### src/rtl/seven_seg_pkg.sv
// Shared seven-segment definitions: segment patterns (bit0=a .. bit6=g), reader FSM states, strobe helpers.
// Used by both the display driver and the display reader.
package seven_seg_pkg;

  localparam int unsigned SEG_W      = 7;
  localparam int unsigned CODE_W     = 4;
  localparam int unsigned CNT_W      = 4;
  localparam int unsigned IDX_W      = 3;
  localparam int unsigned MAX_DIGITS = 8;

  localparam logic [SEG_W-1:0] SEG_0     = 7'b0111111;
  localparam logic [SEG_W-1:0] SEG_1     = 7'b0000110;
  localparam logic [SEG_W-1:0] SEG_2     = 7'b1011011;
  localparam logic [SEG_W-1:0] SEG_3     = 7'b1001111;
  localparam logic [SEG_W-1:0] SEG_4     = 7'b1100110;
  localparam logic [SEG_W-1:0] SEG_5     = 7'b1101101;
  localparam logic [SEG_W-1:0] SEG_6     = 7'b1111101;
  localparam logic [SEG_W-1:0] SEG_7     = 7'b0000111;
  localparam logic [SEG_W-1:0] SEG_8     = 7'b1111111;
  localparam logic [SEG_W-1:0] SEG_9     = 7'b1101111;
  localparam logic [SEG_W-1:0] SEG_A     = 7'b1110111;
  localparam logic [SEG_W-1:0] SEG_B     = 7'b1111100;
  localparam logic [SEG_W-1:0] SEG_C     = 7'b0111001;
  localparam logic [SEG_W-1:0] SEG_D     = 7'b1011110;
  localparam logic [SEG_W-1:0] SEG_E     = 7'b1111001;
  localparam logic [SEG_W-1:0] SEG_F     = 7'b1110001;
  localparam logic [SEG_W-1:0] SEG_BLANK = 7'b0000000;

  typedef enum logic [1:0] {
    IDLE   = 2'd0,
    TRACK  = 2'd1,
    LOCKED = 2'd2
  } rd_state_e;

  // Index of the set bit of a one-hot strobe (zero when no bit is set).
  function automatic logic [IDX_W-1:0] onehot_to_idx(input logic [MAX_DIGITS-1:0] sel);
    logic [IDX_W-1:0] idx;
    idx = '0;
    for (int unsigned i = 0; i < MAX_DIGITS; i++) begin
      if (sel[i]) idx = idx | IDX_W'(i);
    end
    return idx;
  endfunction

  function automatic logic is_one_hot(input logic [MAX_DIGITS-1:0] v);
    return (v != '0) && ((v & (v - MAX_DIGITS'(1))) == '0);
  endfunction

endpackage

### src/rtl/seven_segment_reader_if.sv
// Display bus sampled by the reader plus the recovered-digit outputs it produces.
interface seven_segment_reader_if #(
  parameter int unsigned NUM_DIGITS = 4
);
  import seven_seg_pkg::*;

  logic [SEG_W-1:0]           seg_in;
  logic [NUM_DIGITS-1:0]      dig_sel;
  logic [CODE_W*NUM_DIGITS-1:0] digits_out;
  logic [NUM_DIGITS-1:0]      digit_valid;
  logic                       upd_pulse;
  logic [IDX_W-1:0]           upd_idx;
  logic                       err_pulse;

  modport master (
    output seg_in, dig_sel,
    input  digits_out, digit_valid, upd_pulse, upd_idx, err_pulse
  );

  modport slave (
    input  seg_in, dig_sel,
    output digits_out, digit_valid, upd_pulse, upd_idx, err_pulse
  );

endinterface

### src/rtl/seven_segment_pattern_decode.sv
// Combinational map from a 7-segment pattern back to its 4-bit code.
// Hex letters A..F are decoded only when SEG_READER_HEX_EN is defined.
module seven_segment_pattern_decode
  import seven_seg_pkg::*;
(
  input  logic [SEG_W-1:0]  pattern,
  output logic [CODE_W-1:0] code,
  output logic              is_numeral,
  output logic              is_blank
);

  always_comb begin
    code       = '0;
    is_numeral = 1'b0;
    is_blank   = 1'b0;
    case (pattern)
      SEG_0:     begin code = 4'h0; is_numeral = 1'b1; end
      SEG_1:     begin code = 4'h1; is_numeral = 1'b1; end
      SEG_2:     begin code = 4'h2; is_numeral = 1'b1; end
      SEG_3:     begin code = 4'h3; is_numeral = 1'b1; end
      SEG_4:     begin code = 4'h4; is_numeral = 1'b1; end
      SEG_5:     begin code = 4'h5; is_numeral = 1'b1; end
      SEG_6:     begin code = 4'h6; is_numeral = 1'b1; end
      SEG_7:     begin code = 4'h7; is_numeral = 1'b1; end
      SEG_8:     begin code = 4'h8; is_numeral = 1'b1; end
      SEG_9:     begin code = 4'h9; is_numeral = 1'b1; end
`ifdef SEG_READER_HEX_EN
      SEG_A:     begin code = 4'hA; is_numeral = 1'b1; end
      SEG_B:     begin code = 4'hB; is_numeral = 1'b1; end
      SEG_C:     begin code = 4'hC; is_numeral = 1'b1; end
      SEG_D:     begin code = 4'hD; is_numeral = 1'b1; end
      SEG_E:     begin code = 4'hE; is_numeral = 1'b1; end
      SEG_F:     begin code = 4'hF; is_numeral = 1'b1; end
`endif
      SEG_BLANK: is_blank = 1'b1;
      default:   ;
    endcase
  end

endmodule

### src/rtl/seven_segment_reader.sv
// Samples a multiplexed seven-segment bus, debounces each strobed digit and holds its recovered code.
// Optional SEG_READER_HEX_EN (in the decoder) adds hex letters A..F.
module seven_segment_reader
  import seven_seg_pkg::*;
#(
  parameter int unsigned NUM_DIGITS = 4,
  parameter int unsigned STABLE_CNT = 3
) (
  input  logic                  clk,
  input  logic                  rst_n,
  seven_segment_reader_if.slave bus
);

  localparam logic [CNT_W-1:0] CNT_MAX = CNT_W'(STABLE_CNT);

  logic [SEG_W-1:0]      seg_q;
  logic [NUM_DIGITS-1:0] sel_q;
  rd_state_e             state_q, state_n;
  logic [CNT_W-1:0]      cnt_q, cnt_n;

  logic                  changed_c;
  logic                  in_one_hot_c;
  logic                  capture_c;

  logic [CODE_W-1:0]     dec_code;
  logic                  dec_numeral;
  logic                  dec_blank;

  logic [NUM_DIGITS-1:0][CODE_W-1:0] digits_q;
  logic [NUM_DIGITS-1:0] valid_q;
  logic                  upd_q;
  logic                  err_q;
  logic [IDX_W-1:0]      idx_q;

  // Single input register stage; sources must already be synchronous to clk.
  always_ff @(posedge clk or negedge rst_n) begin
    if (!rst_n) begin
      seg_q <= '0;
      sel_q <= '0;
    end else begin
      seg_q <= bus.seg_in;
      sel_q <= bus.dig_sel;
    end
  end

  // A sample is "unchanged" when the value about to be registered equals the held one.
  assign changed_c    = (bus.seg_in != seg_q) || (bus.dig_sel != sel_q);
  assign in_one_hot_c = is_one_hot(MAX_DIGITS'(bus.dig_sel));
  assign capture_c    = (state_q == TRACK) && (cnt_q == CNT_MAX);

  always_ff @(posedge clk or negedge rst_n) begin
    if (!rst_n) begin
      state_q <= IDLE;
      cnt_q   <= '0;
    end else begin
      state_q <= state_n;
      cnt_q   <= cnt_n;
    end
  end

  always_comb begin
    state_n = state_q;
    cnt_n   = cnt_q;
    if (!in_one_hot_c) begin
      state_n = IDLE;
      cnt_n   = '0;
    end else begin
      case (state_q)
        IDLE: begin
          state_n = TRACK;
          cnt_n   = CNT_W'(1);
        end
        TRACK: begin
          if (changed_c) begin
            cnt_n = CNT_W'(1);
          end else if (cnt_q == CNT_MAX) begin
            state_n = LOCKED;
          end else begin
            cnt_n = cnt_q + CNT_W'(1);
          end
        end
        LOCKED: begin
          if (changed_c) begin
            state_n = TRACK;
            cnt_n   = CNT_W'(1);
          end
        end
        default: begin
          state_n = IDLE;
          cnt_n   = '0;
        end
      endcase
    end
  end

  seven_segment_pattern_decode u_decode (
    .pattern    (seg_q),
    .code       (dec_code),
    .is_numeral (dec_numeral),
    .is_blank   (dec_blank)
  );

  // Capture writes only the strobed digit; illegal patterns leave it untouched.
  always_ff @(posedge clk or negedge rst_n) begin
    if (!rst_n) begin
      digits_q <= '0;
      valid_q  <= '0;
      upd_q    <= 1'b0;
      err_q    <= 1'b0;
      idx_q    <= '0;
    end else begin
      upd_q <= capture_c;
      err_q <= capture_c && !dec_numeral && !dec_blank;
      if (capture_c) idx_q <= onehot_to_idx(MAX_DIGITS'(sel_q));
      for (int unsigned i = 0; i < NUM_DIGITS; i++) begin
        if (capture_c && sel_q[i]) begin
          if (dec_numeral) begin
            digits_q[i] <= dec_code;
            valid_q[i]  <= 1'b1;
          end else if (dec_blank) begin
            digits_q[i] <= '0;
            valid_q[i]  <= 1'b0;
          end
        end
      end
    end
  end

  assign bus.digits_out  = digits_q;
  assign bus.digit_valid = valid_q;
  assign bus.upd_pulse   = upd_q;
  assign bus.upd_idx     = idx_q;
  assign bus.err_pulse   = err_q;

endmodule

### src/flat_wrapper.sv
// flat-port wrapper written by rule: the top's interface ports become plain ports
module seven_segment_reader_flat import seven_seg_pkg::*;
#(
  parameter int unsigned NUM_DIGITS = 4,
  parameter int unsigned STABLE_CNT = 3
)
  (clk, rst_n, bus_seg_in, bus_dig_sel, bus_digits_out, bus_digit_valid, bus_upd_pulse, bus_upd_idx, bus_err_pulse);
  seven_segment_reader_if #(.NUM_DIGITS(NUM_DIGITS)) bus_i ();
  input  logic clk;
  input  logic rst_n;
  input wire logic [$bits(bus_i.seg_in)-1:0] bus_seg_in;
  input wire logic [$bits(bus_i.dig_sel)-1:0] bus_dig_sel;
  output wire logic [$bits(bus_i.digits_out)-1:0] bus_digits_out;
  output wire logic [$bits(bus_i.digit_valid)-1:0] bus_digit_valid;
  output wire logic [$bits(bus_i.upd_pulse)-1:0] bus_upd_pulse;
  output wire logic [$bits(bus_i.upd_idx)-1:0] bus_upd_idx;
  output wire logic [$bits(bus_i.err_pulse)-1:0] bus_err_pulse;
  assign bus_i.seg_in = bus_seg_in;
  assign bus_i.dig_sel = bus_dig_sel;
  assign bus_digits_out = bus_i.digits_out;
  assign bus_digit_valid = bus_i.digit_valid;
  assign bus_upd_pulse = bus_i.upd_pulse;
  assign bus_upd_idx = bus_i.upd_idx;
  assign bus_err_pulse = bus_i.err_pulse;
  seven_segment_reader #(.NUM_DIGITS(NUM_DIGITS), .STABLE_CNT(STABLE_CNT)) u_core (.clk(clk), .rst_n(rst_n), .bus(bus_i));
endmodule
### config.mk
export PLATFORM = sky130hd
export DESIGN_NAME = seven_segment_reader_flat
export DESIGN_NICKNAME = d
export VERILOG_FILES = /design/src/rtl/seven_seg_pkg.sv /design/src/rtl/seven_segment_reader_if.sv /design/src/rtl/seven_segment_pattern_decode.sv /design/src/rtl/seven_segment_reader.sv /design/src/flat_wrapper.sv
export SDC_FILE = /design/constraint.sdc
export NUM_CORES = 1
export LEC_CHECK = 0
export ABC_CLOCK_PERIOD_IN_PS = 3300
export BUFFER_PORTS_ARGS = -buffer_cell sky130_fd_sc_hd__clkbuf_2
export CAP_MARGIN = 20
export CELL_PAD_IN_SITES_DETAIL_PLACEMENT = 1
export CELL_PAD_IN_SITES_GLOBAL_PLACEMENT = 2
export CORE_MARGIN = 2
export CORE_UTILIZATION = 39
export CTS_CLUSTER_SIZE = 10
export DETAILED_ROUTE_END_ITERATION = 6
export GPL_ROUTABILITY_DRIVEN = 0
export PLACE_DENSITY_LB_ADDON = 0.1
export SLEW_MARGIN = 20
export SYNTH_ARGS = -nofsm -noshare
export SYNTH_HDL_FRONTEND = slang
export SYNTH_SLANG_ARGS = --single-unit
### constraint.sdc
create_clock -name clk -period 3.3 [get_ports clk]
set_clock_uncertainty 0.15 [all_clocks]
set_input_delay 0.66 -clock clk [delete_from_list [all_inputs] [get_ports clk]]
set_output_delay 0.66 -clock clk [all_outputs]
set_load 0.005 [all_outputs]
== Word-level counts from Yosys, hierarchy flattened ==
Cells that the tools add are included.

* Bits in registers: 42
* Input bits: 13
* Logic and storage cells: 80

* Add/sub/neg operators: 2
* Equality and inequality tests: 19
* Multiplexer cells: 20
* Bitwise operators: 1
* Reduce and logical (&&, ||, !) cells: 23

{| class="wikitable"
|+ Operators with widths
! cell !! count
|-
| 7-bit equality test, second input constant || 7
|-
| 4-bit case mux with 9 select lines || 1
|-
| 4-bit two-way mux || 6
|-
| 7-bit by 3-bit equality test with 1-bit output, second input constant || 2
|-
| 2-bit two-way mux || 6
|-
| 4-bit case mux with 3 select lines || 1
|-
| 2-bit AND reduction || 5
|-
| 10-bit OR reduction || 1
|-
| 4-bit by 8-bit AND with 8-bit output || 1
|-
| 1-bit logical AND || 8
|-
| 8-bit logical NOT || 1
|-
| 7-bit by 6-bit equality test with 1-bit output, second input constant || 1
|-
| 7-bit logical NOT || 1
|-
| 7-bit != test || 1
|-
| 3-bit != test, second input constant || 2
|-
| 2-bit case mux with 3 select lines || 1
|-
| 1-bit two-way mux || 5
|-
| 4-bit by 1-bit subtractor with 5-bit output, second input constant || 1
|-
| 4-bit by 1-bit adder with 4-bit output, second input constant || 1
|-
| 4-bit by 2-bit equality test with 1-bit output, second input constant || 1
|-
| 4-bit by 3-bit != test with 1-bit output, second input constant || 1
|-
| 4-bit != test || 1
|-
| 4-bit nonzero test || 1
|-
| 3-bit by 2-bit != test with 1-bit output, second input constant || 1
|-
| 7 further kinds || 8
|}

== Logic depth before layout (Yosys ltp) ==
* Depth in word-level cells: 6
* Depth in mapped cells: 8
* Depth with buffers taken out: 7

== Hierarchy ==
A second synthesis with hierarchy kept.

* Cells, all modules: 166
* Area, all modules: 1895.6 µm²

{| class="wikitable"
|+ By module, submodules not included
! module !! times used !! cells each !! area an instance (µm²) !! sequential area each (µm²)
|-
| seven_segment_reader || 1 || 140 || 1717.9 || 1026.0
|-
| seven_segment_pattern_decode || 1 || 26 || 177.7 || 0.0
|}

== Worst setup path after synthesis ==
No wires, ideal clock.

* Path kind: register to register
* Start point: register u_core.cnt_q[0]
* End point: register u_core.digits_q (netlist bit u_core.bus.digits_out[0])
* Library setup time: 125 ps
* Data arrival time: 1647 ps
* Data required time: 3025 ps
* Slack: 1378 ps
* Cell stages (with the launch flop): 9
* Path buffers: 1
* Period minus slack after synthesis: 1922 ps
* Cell sequence: dfrtp_1 ha_1 nor3b_2 nand3b_2 inv_2 buf_6 and2_4 o21ai_2 mux2_4

* Word-level cells in the longest chain between the ends: 4

{| class="wikitable"
|+ Ends and longest elaborated chain
! element !! line !! text
|-
| from (decl) || seven_segment_reader.sv:19 || <nowiki>logic [CNT_W-1:0] cnt_q, cnt_n;</nowiki>
|-
| from (signal assigned) || seven_segment_reader.sv:57 || <nowiki>cnt_q <= cnt_n;</nowiki>
|-
| 4-bit by 2-bit equality test with 1-bit output || seven_segment_reader.sv:49 || <nowiki>assign capture_c = (state_q == TRACK) && (cnt_q == CNT_MAX);</nowiki>
|-
| 1-bit logical AND || seven_segment_reader.sv:49 ||
|-
| net u_core.capture_c || seven_segment_reader.sv:23 || <nowiki>logic capture_c;</nowiki>
|-
| 1-bit logical AND || seven_segment_reader.sv:116 || <nowiki>if (capture_c && sel_q[i]) begin</nowiki>
|-
| 2-bit AND reduction (no source line) || -- ||
|-
| to (signal, indexed assignment) || seven_segment_reader.sv:118 || <nowiki>digits_q[i] <= dec_code;</nowiki>
|-
| to (decl) || seven_segment_reader.sv:29 || <nowiki>logic [NUM_DIGITS-1:0][CODE_W-1:0] digits_q;</nowiki>
|}

The timed path passes the listed nets, and every way through them passes these cells.
A chain may end at the register's enable or synchronous reset.

== Final worst setup path ==
* Start point: register u_core.seg_q[1]
* End point: register u_core.digits_q (netlist bit u_core.bus.digits_out[12])

* Word-level cells in the longest chain between the ends: 5
* Elaborated cells on any way between the ends: 18
* Those cells by class: 10 x eq/ne; 4 x mux; 4 x reduce/logical

{| class="wikitable"
|+ Ends and longest elaborated chain
! element !! line !! text
|-
| from (decl) || seven_segment_reader.sv:16 || <nowiki>logic [SEG_W-1:0] seg_q;</nowiki>
|-
| from (signal assigned) || seven_segment_reader.sv:41 || <nowiki>seg_q <= bus.seg_in;</nowiki>
|-
| 7-bit equality test (tied with other cells) || seven_segment_pattern_decode.sv:16 || <nowiki>case (pattern)</nowiki>
|-
| 10-bit OR reduction (no source line) || -- ||
|-
| 1-bit two-way mux || seven_segment_pattern_decode.sv:16 ||
|-
| 2-bit nonzero test (no source line) || -- ||
|-
| 2-bit AND reduction (no source line) || -- ||
|}

Several ways; a longest one is shown, not always the timed one.

==> flow_metrics.env <==
export IMPL_relSlewSlack_pct=38.3
export IMPL_grt_max_degree=42
export IMPL_gr_usage_all_layers_pct=17.5
export IMPL_grt_pass1_wl_um=8110
export IMPL_syn_nets=185
export IMPL_synth_top_cell_area_share_pct=50.6
export IMPL_ios=38
export IMPL_cp_endpoint="u_core.bus.digits_out[12]$_DFFE_PN0P_"
export IMPL_worstReg2RegStart="u_core.seg_q[1]$_DFF_PN0_"
export IMPL_core_area_sq_mm=0.00507
export IMPL_grt_pass1_vias=1591
export IMPL_rows=26
export IMPL_stdcell_count=278
export IMPL_synth_top_cell_by_area="dfrtp_1"
export IMPL_path_cells="and3b_1 > o2111ai_2 > o311ai_4 > o21ai_2 > mux2_4"
export IMPL_endpoint_kind="flop"
export IMPL_ys_flop_type="dfrtp_1"
export IMPL_min_path_type="in2async"
export IMPL_io_buffers=36
export IMPL_period_share_pct=69.0
export IMPL_cp_data_required_time_ns=3.35
export IMPL_clock_root_buffer="clkbuf_8"
export IMPL_cts_buffers=5
export IMPL_antenna_found_initial=0
export IMPL_async_flop_share_pct=100
export IMPL_ant_nets=0
export IMPL_startpoint_type="flop"
export IMPL_cap_violations=0
export IMPL_synth_area_per_cell_sq_um=11.9
export IMPL_grt_overflow=0
export IMPL_cp_top_family="compound AO/OA/AOI/OAI gates"
export IMPL_cp_depth=5
export IMPL_reg2reg_depth=5
export IMPL_tritoncts="done"
export IMPL_synth_commonest_cells="41 x dfrtp_1, 14 x xor2_1, 10 x nand2_1"
export IMPL_wl_um=4720
export IMPL_synth_warnings=0
export IMPL_power_per_cell_area_mw_per_mm2=432
export IMPL_yosysUniqueCellTypes=51
export IMPL_rr_endpoint="u_core.bus.digits_out[12]$_DFFE_PN0P_"
export IMPL_nets=221
export IMPL_ir_drop_mv=0.197
export IMPL_setup_viol=0
export IMPL_tightest_slew_ns=0.925
export IMPL_cellLeakagePower_nw=1.10
export IMPL_dieArea_sq_mm=0.00580
export IMPL_drt_iter0_markers=54
export IMPL_drive_above_1_share_pct=34.6
export IMPL_dp_cells=270
export IMPL_clock_path_buffers=2
export IMPL_cp_max_fo=12
export IMPL_regToRegSetupSlack_ns=1.02
export IMPL_synth_most_common_cell="dfrtp_1"
export IMPL_postCtsHoldBufs=0
export IMPL_crit_type="reg2reg"
export IMPL_start_util_pct=40.0
export IMPL_cts_resized=0
export IMPL_cts_sinks=41
export IMPL_insertion_delay_ns=0.30
export IMPL_num_vias=1477
export IMPL_hpwl_um=3580
export IMPL_cts_setup_buffers=0
export IMPL_clk_pin_slew_ns=0.09
export IMPL_hold_violations=0
export IMPL_synth_area_top_cells="dfrtp_1 51%, xor2_1 6.0%, mux2_4 3.0%, buf_6 2.8%, a22o_2 2.5%"
export IMPL_fin_util_pct=46.2
export IMPL_cp_arrival_ns=2.32
export IMPL_area_delta_synth_final_pct=15.5
export IMPL_cp_slowest_cell="dfrtp_1"
export IMPL_synth_seq_area_share_pct=50.6
export IMPL_synth_edff_count=0
export IMPL_rsz0062_at_grt="false"
export IMPL_die_w_um=76.1
export IMPL_cp_slowest_stage_delay_ns=0.62
export IMPL_antennaDiodeCount=0
export IMPL_fin_crit_ns=2.28
export IMPL_drc_errors=0
export IMPL_timing_setup_tns_ns=0
export IMPL_wl_per_cell_um=17.0
export IMPL_fmax_mhz=439
export IMPL_cp_buffers_inverters=0
export IMPL_ys_ff_latch=41
export IMPL_synth_area_sq_mm=0.00203
export IMPL_drv_slew=0
export IMPL_cts_htree_levels=2
export IMPL_viasPerCell=5.31
export IMPL_synth_cells=171
export IMPL_setup_worst_path_start="u_core.seg_q[1]$_DFF_PN0_"
export IMPL_outcome="finished clean"
export IMPL_die_h_um=76.1
export IMPL_drt_pass1_iterations=4
[how the worst min path moves through the flow]
stage,startpoint,endpoint,slack [ns],cells past startpoint
2_1_floorplan,rst_n,u_core.bus.digit_valid[0]$_DFFE_PN0P_,0.21,0
3_3_place_gp,u_core.bus.digits_out[7]$_DFFE_PN0P_,u_core.bus.digits_out[7]$_DFFE_PN0P_,0.33,1
3_5_place_dp,u_core.bus.digits_out[3]$_DFFE_PN0P_,u_core.bus.digits_out[3]$_DFFE_PN0P_,0.33,1
4_1_cts,bus_seg_in[5],u_core.seg_q[5]$_DFF_PN0_,0.33,1
5_1_grt,bus_seg_in[6],u_core.seg_q[6]$_DFF_PN0_,0.33,1
6_report,rst_n,u_core.bus.digits_out[2]$_DFFE_PN0P_,0.34,1
[metrics by stage]
stage	instance area, sq um	power (mW)	hold slack, ns	setup slack, ns
after floorplan	2030	0.578	0.214	1.38
after global placement	2230	0.605	0.331	1.02
after detailed placement	2230	0.608	0.327	0.980
after CTS	2340	1.03	0.333	1.05
after global routing	2340	1.06	0.331	0.948
final	2340	1.01	0.337	1.02
[flip-flops by register name, indices dropped and copies added (netlist names)]
name,flops
u_core.state_q,2
u_core.sel_q,4
u_core.bus.upd_pulse,1
u_core.bus.upd_idx,2
u_core.cnt_q,4
u_core.bus.digits_out,16
u_core.bus.err_pulse,1
u_core.bus.digit_valid,4
u_core.seg_q,7
[area by class of cell]
| type | instances | area [sq um] |
|---|---|---|
| tap | 70 | 87.6 |
| fill | 602 | 2730 |
| multi-input combinational | 120 | 923 |
| sequential | 41 | 1030 |
| timing repair buffer | 36 | 180 |
| clock inverter | 3 | 46.3 |
| clock buffer | 5 | 68.8 |
| inverter | 3 | 11.3 |
[cells in the final DEF (no fill, tap or decap), types with 2 or more instances in the layout]
master,count
and2_1,3
nor3_1,3
nand2b_1,4
nand4_1,2
nand2_1,10
nand4b_1,2
mux2_4,4
nor2b_1,2
o21ai_0,9
o21ai_2,4
a211oi_1,3
dfrtp_1,41
clkbuf_2,35
nor3b_1,2
o2bb2ai_1,4
nand3_1,4
a22o_1,3
a21oi_1,4
o21a_1,2
nor4_1,4
xor2_1,14
nor2_1,8
clkbuf_8,5
a22o_2,5
inv_1,2
[metal layers]
metal | GRT usage, % | up-vias | routed length [um]
met1 | 23.6 | 748 | 2240
met2 | 28.2 | 25 | 2280
met5 | 0 | - | 0
li1 | - | 697 | -
met3 | 3.44 | 7 | 134
met4 | 6.73 | 0 | 63
[report_power, final]
| part | switching (mW) | internal (mW) | total [mW] |
|---|---|---|---|
| Sequential | 0.0195 | 0.511 | 0.530 |
| Combinational | 0.0401 | 0.0261 | 0.0661 |
| Clock | 0.190 | 0.226 | 0.416 |
[cells by family after synthesis]
kind of cell	count (synthesis)	synth area share, %
AO/OA/AOI/OAI	43	18.1
XOR/XNOR	14	6.04
adder cells (fa/ha/maj)	1	0.616
buffers and inverters	10	3.95
flip-flops	41	50.6
multiplexers	5	3.45
other	1	0.185
AND/OR/NAND/NOR	56	17.1
Power figures use the tool's default switching activity.
